--- config.mk ---
export PLATFORM = sky130hd
export DESIGN_NAME = hi_lo_muldiv_unit_flat
export DESIGN_NICKNAME = d
export VERILOG_FILES = /design/src/rtl/hi_lo_muldiv_unit_pkg.sv /design/src/rtl/hi_lo_muldiv_unit_if.sv /design/src/rtl/hi_lo_muldiv_unit_iter_core.sv /design/src/rtl/hi_lo_muldiv_unit.sv /design/src/flat_wrapper.sv
export SDC_FILE = /design/constraint.sdc
export NUM_CORES = 1
export LEC_CHECK = 0
export ABC_AREA = 1
export BUFFER_PORTS_ARGS = -buffer_cell sky130_fd_sc_hd__buf_2
export CAP_MARGIN = 20
export CORE_AREA = 2 2 191 287
export CTS_CLUSTER_SIZE = 16
export DETAILED_ROUTE_END_ITERATION = 10
export DIE_AREA = 0 0 193 289
export GPL_TIMING_DRIVEN = 0
export PLACE_DENSITY_LB_ADDON = 0.2
export SLEW_MARGIN = 25
export SYNTH_ARGS = -nofsm -noshare
export SYNTH_HDL_FRONTEND = slang
export SYNTH_SLANG_ARGS = --single-unit
--- constraint.sdc ---
create_clock -name clk -period 10.4 [get_ports clk]
set_clock_uncertainty 0.1 [all_clocks]
set_input_delay 2.6 -clock clk [delete_from_list [all_inputs] [get_ports clk]]
set_output_delay 2.6 -clock clk [all_outputs]
set_load 0.05 [all_outputs]
--- src/rtl/hi_lo_muldiv_unit_pkg.sv ---
// Shared types and constants for the HI/LO multiply/divide unit.
package hilo_pkg;

  // Operation codes presented by the EX stage; encoding 7 is unused and behaves as NOP
  typedef enum logic [2:0] {
    OP_NOP   = 3'd0,
    OP_MULT  = 3'd1,
    OP_MULTU = 3'd2,
    OP_DIV   = 3'd3,
    OP_DIVU  = 3'd4,
    OP_MTHI  = 3'd5,
    OP_MTLO  = 3'd6
  } hilo_op_t;

  // Control states of the iterative sequencer
  typedef enum logic [1:0] {
    ST_IDLE = 2'd0,
    ST_MUL  = 2'd1,
    ST_DIV  = 2'd2,
    ST_FIN  = 2'd3
  } hilo_state_t;

  // LO result for a divide by zero; sliced down to the operand width (up to 64 bits)
  localparam logic [63:0] HILO_DIV0_LO = '1;

endpackage

--- src/rtl/hi_lo_muldiv_unit_if.sv ---
// Request/response bundle between the EX stage and the HI/LO unit.
interface hi_lo_muldiv_unit_if import hilo_pkg::*; #(
  parameter int WIDTH = 32
) ();

  logic             op_valid;
  hilo_op_t         op;
  logic [WIDTH-1:0] src_a;
  logic [WIDTH-1:0] src_b;
  logic             rd_hi;
  logic [WIDTH-1:0] out;
  logic             busy;
  logic             done;

  // Pipeline side drives requests and the read select
  modport master (
    output op_valid, op, src_a, src_b, rd_hi,
    input  out, busy, done
  );

  // The HI/LO unit consumes requests and returns read data and status
  modport slave (
    input  op_valid, op, src_a, src_b, rd_hi,
    output out, busy, done
  );

endinterface

--- src/rtl/hi_lo_muldiv_unit_iter_core.sv ---
// Shared shift/accumulate datapath: shift-add multiply or restoring divide,
// one bit per step, with its own iteration counter.
module hilo_iter_core #(
  parameter int WIDTH = 32,
  localparam int CNT_W = $clog2(WIDTH + 1)
) (
  input  logic             clk,
  input  logic             reset,
  input  logic             i_start,
  input  logic             i_divMode,
  input  logic             i_step,
  input  logic [WIDTH-1:0] i_a,
  input  logic [WIDTH-1:0] i_b,
  output logic [WIDTH-1:0] o_hi,
  output logic [WIDTH-1:0] o_lo,
  output logic [CNT_W-1:0] o_count
);

  // Upper half carries one spare bit so the multiply carry and the
  // divide trial remainder share a single register
  logic [WIDTH:0]   r_accHi;
  logic [WIDTH-1:0] r_accLo;
  logic [WIDTH-1:0] r_operand;
  logic [CNT_W-1:0] r_count;
  logic             r_divMode;

  logic [WIDTH:0]   w_mulSum;
  logic [WIDTH:0]   w_divShift;
  logic [WIDTH:0]   w_divDiff;
  logic             w_divGe;
  logic [WIDTH:0]   w_nextHi;
  logic [WIDTH-1:0] w_nextLo;

  assign w_mulSum   = r_accHi + (r_accLo[0] ? {1'b0, r_operand} : '0);
  assign w_divShift = {r_accHi[WIDTH-1:0], r_accLo[WIDTH-1]};
  assign w_divDiff  = w_divShift - {1'b0, r_operand};
  assign w_divGe    = (w_divShift >= {1'b0, r_operand});

  // Next accumulator value for one multiply or one divide step
  always_comb begin
    w_nextHi = r_accHi;
    w_nextLo = r_accLo;
    if (r_divMode) begin
      if (w_divGe) begin
        w_nextHi = w_divDiff;
        w_nextLo = {r_accLo[WIDTH-2:0], 1'b1};
      end else begin
        w_nextHi = w_divShift;
        w_nextLo = {r_accLo[WIDTH-2:0], 1'b0};
      end
    end else begin
      w_nextHi = {1'b0, w_mulSum[WIDTH:1]};
      w_nextLo = {w_mulSum[0], r_accLo[WIDTH-1:1]};
    end
  end

  // Load operands on start, otherwise advance one bit per step
  always_ff @(posedge clk or posedge reset) begin
    if (reset) begin
      r_accHi   <= '0;
      r_accLo   <= '0;
      r_operand <= '0;
      r_count   <= '0;
      r_divMode <= 1'b0;
    end else if (i_start) begin
      r_accHi   <= '0;
      r_divMode <= i_divMode;
      r_count   <= CNT_W'(WIDTH);
      if (i_divMode) begin
        r_accLo   <= i_a;
        r_operand <= i_b;
      end else begin
        r_accLo   <= i_b;
        r_operand <= i_a;
      end
    end else if (i_step) begin
      r_accHi <= w_nextHi;
      r_accLo <= w_nextLo;
      r_count <= r_count - 1'b1;
    end
  end

  assign o_hi    = r_accHi[WIDTH-1:0];
  assign o_lo    = r_accLo;
  assign o_count = r_count;

endmodule

--- src/rtl/hi_lo_muldiv_unit.sv ---
// HI/LO architectural registers with iterative MULT/MULTU/DIV/DIVU,
// MTHI/MTLO writes and a combinational MFHI/MFLO read port.
module hi_lo_muldiv_unit import hilo_pkg::*; #(
  parameter int WIDTH = 32
) (
  input  logic                clk,
  input  logic                reset,
  hi_lo_muldiv_unit_if.slave  bus
);

  localparam int CNT_W = $clog2(WIDTH + 1);

  hilo_state_t      r_state;
  logic [WIDTH-1:0] r_hi;
  logic [WIDTH-1:0] r_lo;
  logic             r_busy;
  logic             r_done;
  logic             r_isDiv;
  logic             r_negRes;
  logic             r_negRem;
  logic             r_div0;
  logic [WIDTH-1:0] r_rawA;

  logic               w_isMul;
  logic               w_isDiv;
  logic               w_isSigned;
  logic               w_accept;
  logic               w_step;
  logic [WIDTH-1:0]   w_absA;
  logic [WIDTH-1:0]   w_absB;
  logic [WIDTH-1:0]   w_coreHi;
  logic [WIDTH-1:0]   w_coreLo;
  logic [CNT_W-1:0]   w_count;
  logic [2*WIDTH-1:0] w_product;
  logic [2*WIDTH-1:0] w_prodFix;
  logic [WIDTH-1:0]   w_quotFix;
  logic [WIDTH-1:0]   w_remFix;

  assign w_isMul    = (bus.op == OP_MULT) || (bus.op == OP_MULTU);
  assign w_isDiv    = (bus.op == OP_DIV)  || (bus.op == OP_DIVU);
  assign w_isSigned = (bus.op == OP_MULT) || (bus.op == OP_DIV);
  assign w_accept   = (r_state == ST_IDLE) && bus.op_valid && (w_isMul || w_isDiv);
  assign w_step     = (r_state == ST_MUL) || (r_state == ST_DIV);

  // The core only ever sees magnitudes; signs are restored in FIN
  assign w_absA = (w_isSigned && bus.src_a[WIDTH-1]) ? -bus.src_a : bus.src_a;
  assign w_absB = (w_isSigned && bus.src_b[WIDTH-1]) ? -bus.src_b : bus.src_b;

  hilo_iter_core #(
    .WIDTH (WIDTH)
  ) u_core (
    .clk       (clk),
    .reset     (reset),
    .i_start   (w_accept),
    .i_divMode (w_isDiv),
    .i_step    (w_step),
    .i_a       (w_absA),
    .i_b       (w_absB),
    .o_hi      (w_coreHi),
    .o_lo      (w_coreLo),
    .o_count   (w_count)
  );

  assign w_product = {w_coreHi, w_coreLo};
  assign w_prodFix = r_negRes ? -w_product : w_product;
  assign w_quotFix = r_negRes ? -w_coreLo  : w_coreLo;
  assign w_remFix  = r_negRem ? -w_coreHi  : w_coreHi;

  // Sequencer: accepts ops in IDLE, runs the core, then writes HI/LO in FIN
  always_ff @(posedge clk or posedge reset) begin
    if (reset) begin
      r_state  <= ST_IDLE;
      r_hi     <= '0;
      r_lo     <= '0;
      r_busy   <= 1'b0;
      r_done   <= 1'b0;
      r_isDiv  <= 1'b0;
      r_negRes <= 1'b0;
      r_negRem <= 1'b0;
      r_div0   <= 1'b0;
      r_rawA   <= '0;
    end else begin
      r_done <= 1'b0;
      case (r_state)
        ST_IDLE: begin
          if (bus.op_valid) begin
            case (bus.op)
              OP_MTHI: r_hi <= bus.src_a;
              OP_MTLO: r_lo <= bus.src_a;
              OP_MULT, OP_MULTU, OP_DIV, OP_DIVU: begin
                r_state  <= w_isDiv ? ST_DIV : ST_MUL;
                r_busy   <= 1'b1;
                r_isDiv  <= w_isDiv;
                r_negRes <= w_isSigned && (bus.src_a[WIDTH-1] ^ bus.src_b[WIDTH-1]);
                r_negRem <= w_isSigned && bus.src_a[WIDTH-1];
                r_div0   <= w_isDiv && (bus.src_b == '0);
                r_rawA   <= bus.src_a;
              end
              default: ;
            endcase
          end
        end
        ST_MUL, ST_DIV: begin
          if (w_count == CNT_W'(1)) begin
            r_state <= ST_FIN;
          end
        end
        ST_FIN: begin
          if (r_isDiv) begin
            if (r_div0) begin
              r_hi <= r_rawA;
              r_lo <= HILO_DIV0_LO[WIDTH-1:0];
            end else begin
              r_hi <= w_remFix;
              r_lo <= w_quotFix;
            end
          end else begin
            r_hi <= w_prodFix[2*WIDTH-1:WIDTH];
            r_lo <= w_prodFix[WIDTH-1:0];
          end
          r_state <= ST_IDLE;
          r_busy  <= 1'b0;
          r_done  <= 1'b1;
        end
        default: r_state <= ST_IDLE;
      endcase
    end
  end

  assign bus.out  = bus.rd_hi ? r_hi : r_lo;
  assign bus.busy = r_busy;
  assign bus.done = r_done;

endmodule

--- src/flat_wrapper.sv ---
// flat-port wrapper written by rule: the top's interface ports become plain ports
module hi_lo_muldiv_unit_flat import hilo_pkg::*;
#(
  parameter int WIDTH = 32
)
  (clk, reset, bus_op_valid, bus_op, bus_src_a, bus_src_b, bus_rd_hi, bus_out, bus_busy, bus_done);
  hi_lo_muldiv_unit_if #(.WIDTH(WIDTH)) bus_i ();
  input  logic clk;
  input  logic reset;
  input wire logic [$bits(bus_i.op_valid)-1:0] bus_op_valid;
  input wire logic [$bits(bus_i.op)-1:0] bus_op;
  input wire logic [$bits(bus_i.src_a)-1:0] bus_src_a;
  input wire logic [$bits(bus_i.src_b)-1:0] bus_src_b;
  input wire logic [$bits(bus_i.rd_hi)-1:0] bus_rd_hi;
  output wire logic [$bits(bus_i.out)-1:0] bus_out;
  output wire logic [$bits(bus_i.busy)-1:0] bus_busy;
  output wire logic [$bits(bus_i.done)-1:0] bus_done;
  assign bus_i.op_valid = bus_op_valid;
  assign bus_i.op = bus_op;
  assign bus_i.src_a = bus_src_a;
  assign bus_i.src_b = bus_src_b;
  assign bus_i.rd_hi = bus_rd_hi;
  assign bus_out = bus_i.out;
  assign bus_busy = bus_i.busy;
  assign bus_done = bus_i.done;
  hi_lo_muldiv_unit #(.WIDTH(WIDTH)) u_core (.clk(clk), .reset(reset), .bus(bus_i));
endmodule
Word level (Yosys, flattened, before mapping)
Index checks and enable logic that the tools add are counted.
{"block": "word_totals", "reg_bits": 208, "latchBits": 0, "ramBits": 0, "rom_bits": 0, "input_bits": 71, "out_inout_bits": 34, "elab_cells": 100, "mem_count": 0}
{"block": "classes", "add_sub_neg": 8, "multipliers": 0, "n_div": 0, "order_cmp": 1, "n_eq_ne": 15, "shifts": 0, "mux": 38, "n_bitwise": 1, "n_reduce_logical": 22}
{"operator": "32-bit two-way mux", "count": 19}
{"operator": "33-bit two-way mux", "count": 4}
{"operator": "32-bit negation", "count": 4}
{"operator": "32-bit case mux with 2 select lines", "count": 2}
{"operator": "64-bit two-way mux", "count": 1}
{"operator": "64-bit negation", "count": 1}
{"operator": "33-bit adder", "count": 1}
{"operator": "33-bit by 32-bit greater-or-equal comparator with 1-bit output", "count": 1}
{"operator": "33-bit by 32-bit subtractor with 33-bit output", "count": 1}
{"operator": "32-bit zero test", "count": 1}
{"operator": "3-bit AND reduction", "count": 5}
{"operator": "6-bit two-way mux", "count": 2}
{"operator": "3-bit == test, second input constant", "count": 3}
{"operator": "2-bit two-way mux", "count": 4}
{"operator": "2-bit inequality test, second input constant", "count": 4}
{"operator": "3-bit by 2-bit == test with 1-bit output, second input constant", "count": 2}
{"operator": "6-bit by 1-bit == test with 1-bit output, second input constant", "count": 1}
{"operator": "1-bit logical AND", "count": 6}
{"operator": "2-bit case mux with 3 select lines", "count": 1}
{"operator": "6-bit by 1-bit subtractor with 6-bit output, second input constant", "count": 1}
{"operator": "1-bit logical OR", "count": 5}
{"operator": "2-bit == test, second input constant", "count": 2}
{"operator": "1-bit two-way mux", "count": 4}
{"operator": "2-bit nonzero test", "count": 2}
{"operator": "8 further kinds", "count": 8}

Longest topological paths before layout
Gate-level depths: netlist (run 1).
{"block": "logic_depth", "depth_word": 6, "mapped_depth": 22, "depth_no_buf": 20}

Cells and area by module
Synthesis (run 1) repeated with hierarchy kept, for this count alone.
{"block": "hier_totals", "cells_unflattened": 3467, "hier_area_um2": 20931.3}
{"module": "hilo_iter_core", "n_inst": 1, "cells_each": 1814, "area_each_um2": 10841.6}
{"module": "hi_lo_muldiv_unit", "n_inst": 1, "cells_each": 1653, "area_each_um2": 10089.7}

Worst setup path after synthesis (run 1)
No wires, ideal clock.
{"block": "synth_path", "path_type": "input port to output port", "start": "input port bus_rd_hi", "end": "output port bus_out[0]", "arrival_ns": 4.129, "required_ns": 7.700, "path_slack_ns": 3.571, "stages": 3, "path_buffers": 2, "path_cell_list": "clkbuf_1 > clkbuf_1 > o21ai_0"}
{"block": "synth_via", "elab_chain_len": 1}
{"item": "start, declared", "line_no": "flat_wrapper.sv:14", "rtl": "input wire logic [$bits(bus_i.rd_hi)-1:0] bus_rd_hi;"}
{"item": "32-bit two-way mux", "line_no": "hi_lo_muldiv_unit.sv:130", "rtl": "assign bus.out = bus.rd_hi ? r_hi : r_lo;"}
{"item": "end, declared", "line_no": "flat_wrapper.sv:15", "rtl": "output wire logic [$bits(bus_i.out)-1:0] bus_out;"}
Every way passes these cells.

Worst setup path in the final report (run 1)
{"block": "layout_path", "start": "input port bus_rd_hi", "end": "output port bus_out[15]"}
The elaborated chain is that of the path after synthesis.

==> results.ini, run 1 <==
[placement]
postPlaceCellArea_mm2=0.0225
dp_worst_setup_slack_ns=3.62
place.detailed.instances=4406
place_hpwl_um=92800
place_congestion=1.08
place.port_buffers=103

[floorplan]
die_width_um=193
core_region_area_mm2=0.0534
io_pins=105
die_height_um=289
rows=104
die_area_mm2=0.0558
initial_utilization=0.395

[power]
power.share.sequential=0.199
switching_share=0.615
powerDensity_mw_per_mm2=397
ir_worst_vdd_uv=252
power.static_leakage_nw=11.9
share_comb_of_total_power=0.704
power_switching_mw=5.70
power_mw=9.27
clockPowerShare=0.097
power_report.internal_total_mw=3.57

[clock_tree]
clk_latency_ns=0.56
max_clock_buf_depth=3
cts.root.buffer_cell=sky130_fd_sc_hd__clkbuf_16
worst_setup_hold_path_clk_slew_ns=0.07
cts-hold-fix-buffers=0
cts_tree=built
ctsResizeCount=0
post_cts.repair.setup_buffers=0
ctsHtreeMaxLevel=1
cts_made_buffers=24
clkSinkCount=208

[yosys]
synth_area_leaders=sky130_fd_sc_hd__dfrtp_1 (25%), sky130_fd_sc_hd__nand2_1 (21%), sky130_fd_sc_hd__nor2_1 (8.8%), sky130_fd_sc_hd__inv_1 (8.1%), sky130_fd_sc_hd__nand3_1 (5.7%)
yosysSeqAreaShare=0.247
post_synth_arst_share=1.00
synth-edff-count=0
ys_ff_latch=208
synth_largest_area_cell=sky130_fd_sc_hd__dfrtp_1
synthesis.area_mm2=0.0211
synth.lib_cells_used.distinct=52
synth_area_per_cell_um2=5.83
synthCells=3612
synth.net_count=3758
synth.yosys.warnings=0
top_reg_cell_synth=sky130_fd_sc_hd__dfrtp_1
synth_top_area_share=0.247

[worst_setup_path]
timing.critical_path.arrival_ns=4.11
r2r_cells=11
worstSetupStartpointType=input port
critical-path-top-delay-family=buffers and inverters
slowest_delay_ns=0.52
path_buf_inv=3
end_kind=output port
crit_path_top_delay_cell=sky130_fd_sc_hd__clkbuf_1
worst_path_most_repeated_cell=sky130_fd_sc_hd__clkbuf_1
ff2ff_setup_slack_ns=6.70
worstReg2RegEnd=u_core.u_core.r_accHi[15]$_DFFE_PP0P_
critPathKind=in2out
worstPathMaxFanout=10
worstReg2RegStart=u_core.u_core.r_accHi[31]$_DFFE_PP0P_
cp_data_required_time_ns=7.70
timing.critical_path.cells=clkbuf_1 > clkbuf_1 > mux2_2 > buf_2

[route]
initialDrtViolationCount=2581
via_count=25200
routed_wl_um=113000
ant_nets=0
drtPass1Iterations=6
remaining_drc_errors=0
drt_via_density=5.67
wl_per_cell_um=25.4

[layout]
final_cell_mix=sky130_fd_sc_hd__nand2_1 (1187), sky130_fd_sc_hd__nor2_1 (493), sky130_fd_sc_hd__inv_1 (453), sky130_fd_sc_hd__nand3_1 (242), sky130_fd_sc_hd__o21ai_0 (223)
mostFrequentLayoutCell=sky130_fd_sc_hd__nand2_1
fin_cells=4450
finished_layout_cell_area_mm2=0.0233
design.final.nets=3889
ratio_of_cells_with_drive_above_1_in_the_final_layout=0.0707
area_growth_syn_to_layout_pct=10.7

[sta]
tightest_slew_ns=1.06
hold_viol_final=0
final.setup.tns_ns=0
setup_viol_count_final=0
maxClockFrequency_mhz=147
min_period_ns=6.81
unrepaired_setup_endpoints_after_global_routing=no
final.setup.worst_slack_ns=3.59
final_min_period_over_clock_period=0.655
slew_violations=0
worst_slew_margin_rel=0.291

[global_routing]
grt_first_pass_wirelength_um=162000
track_usage=0.406
antenna_violations_before_repair=3
grt-ovfl-total=0
grt_pass1_vias=24200
maximum_number_of_pins_on_one_net_before_global_route_repair=77

[run]
maximum_capacitance_violations=0

[min_path]
timing.hold.worst_endpoint=u_core.r_rawA[22]$_DFFE_PP0P_
hold_class=reg2reg
timing.hold.worst.start=u_core.r_rawA[22]$_DFFE_PP0P_
min_delay_path_depth=2

[outcome]
run_status=complete, no violations

[synth_stat cells, drive strengths merged (8+ instances only)]
| library cell | n |
|---|---|
| xnor2 | 14 |
| a22oi | 25 |
| nand3b | 20 |
| inv | 469 |
| dfrtp | 208 |
| nor3 | 30 |
| mux2 | 11 |
| a21oi | 173 |
| a31oi | 19 |
| o221ai | 9 |
| buf | 55 |
| nand2 | 1192 |
| o31ai | 8 |
| o21ai | 257 |
| nand3 | 245 |
| o211ai | 31 |
| ha | 73 |
| xor2 | 73 |
| clkbuf | 75 |
| nand4 | 42 |
| o21bai | 10 |
| nor2 | 516 |
| o22ai | 12 |
[registers in the layout, indices dropped and copies added (netlist names), 2 cells and up]
| signal | cells |
|---|---|
| u_core.r_hi | 32 |
| u_core.u_core.o_lo | 32 |
| u_core.u_core.r_operand | 32 |
| u_core.r_state | 2 |
| u_core.r_rawA | 32 |
| u_core.r_lo | 32 |
| u_core.u_core.r_accHi | 33 |
| u_core.u_core.o_count | 6 |
[power groups by stage]
stage	Sequential (mW)	Clock (mW)	Combinational (mW)
2_1_floorplan	1.48	0	4.18
3_3_place_gp	1.80	0	6.25
3_5_place_dp	1.80	0	6.26
4_1_cts	1.79	0.898	6.30
5_1_grt	1.83	0.926	7.07
6_report	1.84	0.897	6.53
[metal layers]
metal | part of all wire | vias up | GRT usage
met2 | 0.45 | 1320 | 0.661
met3 | 0.073 | 498 | 0.0695
met4 | 0.13 | 2 | 0.405
met1 | 0.35 | 11600 | 0.435
li1 | - | 11800 | -
met5 | 0.000080 | - | 0
[worst min-delay path, delay by kind of cell (launching register included)]
family / cells / cell delay (ns)
flip-flops: 1 / 0.35
AND/OR/NAND/NOR: 1 / 0.05
AO/OA/AOI/OAI: 1 / 0.06
[cell type report]
type | instances | area (um^2)
Fill cell | 6105 | 30000
Multi-Input combinational cell | 2799 | 13400
Sequential cell | 208 | 5200
Inverter | 475 | 1790
Tap cell | 689 | 862
Clock buffer | 31 | 668
Buffer | 130 | 636
Timing Repair Buffer | 105 | 571
Clock inverter | 12 | 140
Antenna cell | 1 | 2.50
[kinds of logic after synthesis]
group / Yosys count / share of synthesized area
multiplexers: 11 / 0.00588
AO/OA/AOI/OAI: 563 / 0.149
XOR/XNOR: 87 / 0.0362
AND/OR/NAND/NOR: 2063 / 0.402
adder cells (fa/ha/maj): 75 / 0.0453
buffers and inverters: 605 / 0.115
flip-flops: 208 / 0.247
[worst max-delay path by stage]
stage	depth (start not counted)	start	slack, ns	to
floorplan	1	reset	2.02	u_core.bus.busy$_DFFE_PP0P_
detailed placement	4	bus_rd_hi	3.62	bus_out[15]
global route	4	bus_rd_hi	3.56	bus_out[15]
global placement	2	reset	-0.82	u_core.u_core.r_operand[8]$_DFFE_PP0P_
finish	4	bus_rd_hi	3.59	bus_out[15]
CTS	4	bus_rd_hi	3.61	bus_out[15]
[per-stage QoR]
stage	hold slack, ns	util
2_1_floorplan	0.348	-
3_3_place_gp	0.366	0.421
3_5_place_dp	0.373	0.422
4_1_cts	0.390	0.437
5_1_grt	0.413	0.437
6_report	0.391	0.437
Power figures use the tool's default switching activity.
==> inputs of run 2 (changes only) <==
clock period = 6.15 ns   (was 10.4 ns; I/O delays follow)
==> results.ini, run 2 (same netlist as run 1, synthesis figures left out) <==
[min_path]
timing.hold.worst.start=u_core.r_rawA[13]$_DFFE_PP0P_  ; was u_core.r_rawA[22]$_DFFE_PP0P_
hold_class=reg2reg  ; unchanged
min_delay_path_depth=2  ; unchanged
timing.hold.worst_endpoint=u_core.r_rawA[13]$_DFFE_PP0P_  ; was u_core.r_rawA[22]$_DFFE_PP0P_

[clock_tree]
cts_tree=built  ; unchanged
cts_made_buffers=23  ; was 24
ctsHtreeMaxLevel=1  ; unchanged
clk_latency_ns=0.56  ; about the same
worst_setup_hold_path_clk_slew_ns=0.07  ; about the same
post_cts.repair.setup_buffers=0  ; unchanged
cts.root.buffer_cell=sky130_fd_sc_hd__clkbuf_16  ; unchanged
max_clock_buf_depth=3  ; unchanged
clkSinkCount=208  ; unchanged
ctsResizeCount=0  ; unchanged
cts-hold-fix-buffers=0  ; unchanged

[worst_setup_path]
worstReg2RegStart=u_core.u_core.o_lo[31]$_DFFE_PP0P_  ; was u_core.u_core.r_accHi[31]$_DFFE_PP0P_
ff2ff_setup_slack_ns=2.39  ; was 6.70 ns
critPathKind=in2out  ; unchanged
r2r_cells=12  ; was 11
cp_data_required_time_ns=4.51  ; was 7.70 ns
worstPathMaxFanout=10  ; unchanged
end_kind=output port  ; unchanged
worstReg2RegEnd=u_core.u_core.r_accHi[4]$_DFFE_PP0P_  ; was u_core.u_core.r_accHi[15]$_DFFE_PP0P_
timing.critical_path.arrival_ns=2.99  ; was 4.11 ns
worstSetupStartpointType=input port  ; unchanged

[floorplan]
io_pins=105  ; unchanged
core_region_area_mm2=0.0534  ; unchanged
die_height_um=289  ; unchanged
rows=104  ; unchanged
die_area_mm2=0.0558  ; unchanged
initial_utilization=0.395  ; unchanged
die_width_um=193  ; unchanged

[run]
maximum_capacitance_violations=0  ; unchanged

[power]
powerDensity_mw_per_mm2=667  ; was 397 mW/mm^2
power_mw=15.6  ; was 9.27 mW
power.static_leakage_nw=11.9  ; about the same
ir_worst_vdd_uv=449  ; was 252 uV

[placement]
place_congestion=1.08  ; about the same
postPlaceCellArea_mm2=0.0226  ; was 0.0225 mm^2
place.port_buffers=103  ; unchanged
place_hpwl_um=93500  ; was 92800 um

[layout]
design.final.nets=3894  ; was 3889
finished_layout_cell_area_mm2=0.0234  ; was 0.0233 mm^2
diodes=0  ; was 1
max_ffs_per_register=33  ; unchanged
max_flop_register=u_core.u_core.r_accHi  ; unchanged
mostFrequentLayoutCell=sky130_fd_sc_hd__nand2_1  ; unchanged
ratio_of_cells_with_drive_above_1_in_the_final_layout=0.0704  ; was 0.0707
area_growth_syn_to_layout_pct=11.0  ; was 10.7%
final_cell_mix=sky130_fd_sc_hd__nand2_1 (1187), sky130_fd_sc_hd__nor2_1 (493), sky130_fd_sc_hd__inv_1 (453), sky130_fd_sc_hd__nand3_1 (242), sky130_fd_sc_hd__o21ai_0 (223)  ; unchanged

[route]
drt_via_density=5.64  ; was 5.67
via_count=25100  ; was 25200
initialDrtViolationCount=2455  ; was 2581
wl_per_cell_um=25.4  ; about the same
ant_nets=0  ; unchanged
remaining_drc_errors=0  ; unchanged
routed_wl_um=113000  ; about the same
drtPass1Iterations=6  ; unchanged

[global_routing]
antenna_violations_before_repair=0  ; was 3
track_usage=0.407  ; was 0.406
grt-ovfl-total=0  ; unchanged
grt_pass1_vias=24300  ; was 24200
maximum_number_of_pins_on_one_net_before_global_route_repair=33  ; was 77
grt_first_pass_wirelength_um=162000  ; about the same

[sta]
tightest_slew_ns=1.07  ; was 1.06 ns
final.setup.tns_ns=0  ; unchanged
final_min_period_over_clock_period=0.752
final.hold.worst_slack_ns=0.390  ; was 0.391 ns
maxClockFrequency_mhz=216
setup_viol_count_final=0  ; unchanged
hold_viol_final=0  ; unchanged
worst_slew_margin_rel=0.283  ; was 0.291
min_period_ns=4.63
unrepaired_setup_endpoints_after_global_routing=no  ; unchanged
slew_violations=0  ; unchanged

[outcome]
run_status=complete, no violations  ; unchanged

## run 2: changes by cell type in the layout (fill, tap and decap cells not counted)
| cell | before | now |
|---|---|---|
| sky130_fd_sc_hd__buf_12 | 0 | 4 |
| sky130_fd_sc_hd__buf_16 | 2 | 4 |
| sky130_fd_sc_hd__clkbuf_1 | 76 | 80 |
| sky130_fd_sc_hd__clkbuf_16 | 25 | 23 |
| sky130_fd_sc_hd__clkbuf_2 | 3 | 2 |
| sky130_fd_sc_hd__clkinv_2 | 3 | 1 |
| sky130_fd_sc_hd__clkinv_4 | 0 | 5 |
| sky130_fd_sc_hd__clkinvlp_4 | 3 | 1 |
| sky130_fd_sc_hd__diode_2 | 1 | 0 |
| sky130_fd_sc_hd__inv_6 | 1 | 0 |
| sky130_fd_sc_hd__inv_8 | 4 | 0 |
## run 2: area by class of cell
type                            count  area (um^2)
Tap cell                          689          862
Clock inverter                      8          109
Timing Repair Buffer              111          706
Clock buffer                       32          629
Buffer                            130          634
Inverter                          475         1790
Multi-Input combinational cell   2799        13400
Fill cell                        6153        30000
Sequential cell                   208         5200
## run 2: how the worst max path moves through the flow
stage	depth (start not counted)	startpoint	endpoint	slack [ns]
2_1_floorplan	3	bus_rd_hi	bus_out[0]	1.45
3_5_place_dp	4	bus_rd_hi	bus_out[15]	1.52
6_report	4	bus_rd_hi	bus_out[15]	1.52
5_1_grt	5	bus_rd_hi	bus_out[19]	1.45
3_3_place_gp	2	reset	u_core.bus.done$_DFF_PP0_	0.27
4_1_cts	4	bus_rd_hi	bus_out[15]	1.51
## run 2: stage by stage
stage	util	setup slack (ns)	instances
4_1_cts	0.438	1.51	4452
3_5_place_dp	0.424	1.52	4412
5_1_grt	0.438	1.45	4452
2_1_floorplan	-	1.45	3612
6_report	0.438	1.52	4452
3_3_place_gp	0.421	0.267	4404
## run 2: worst max-delay path, cell delays in order
cell	delay, ns
sky130_fd_sc_hd__clkbuf_1	0.31
sky130_fd_sc_hd__clkbuf_1	0.49
sky130_fd_sc_hd__mux2_2	0.43
sky130_fd_sc_hd__buf_2	0.22
## run 2: layer usage
metal  vias up  GRT usage  wire [um]
met1     11500      0.433      39500
met4         0      0.394      13700
li1      11800          -          -
met2      1311      0.675      51800
met3       494     0.0674       8270
met5         -          0          0
## run 2: report_power, final
group	switching (mW)	leakage, nW	internal [mW]
registers	1.07	2.48	2.05
clock network	0.655	0.359	0.802
logic	7.89	9.11	3.13
total	9.62	11.9	5.98
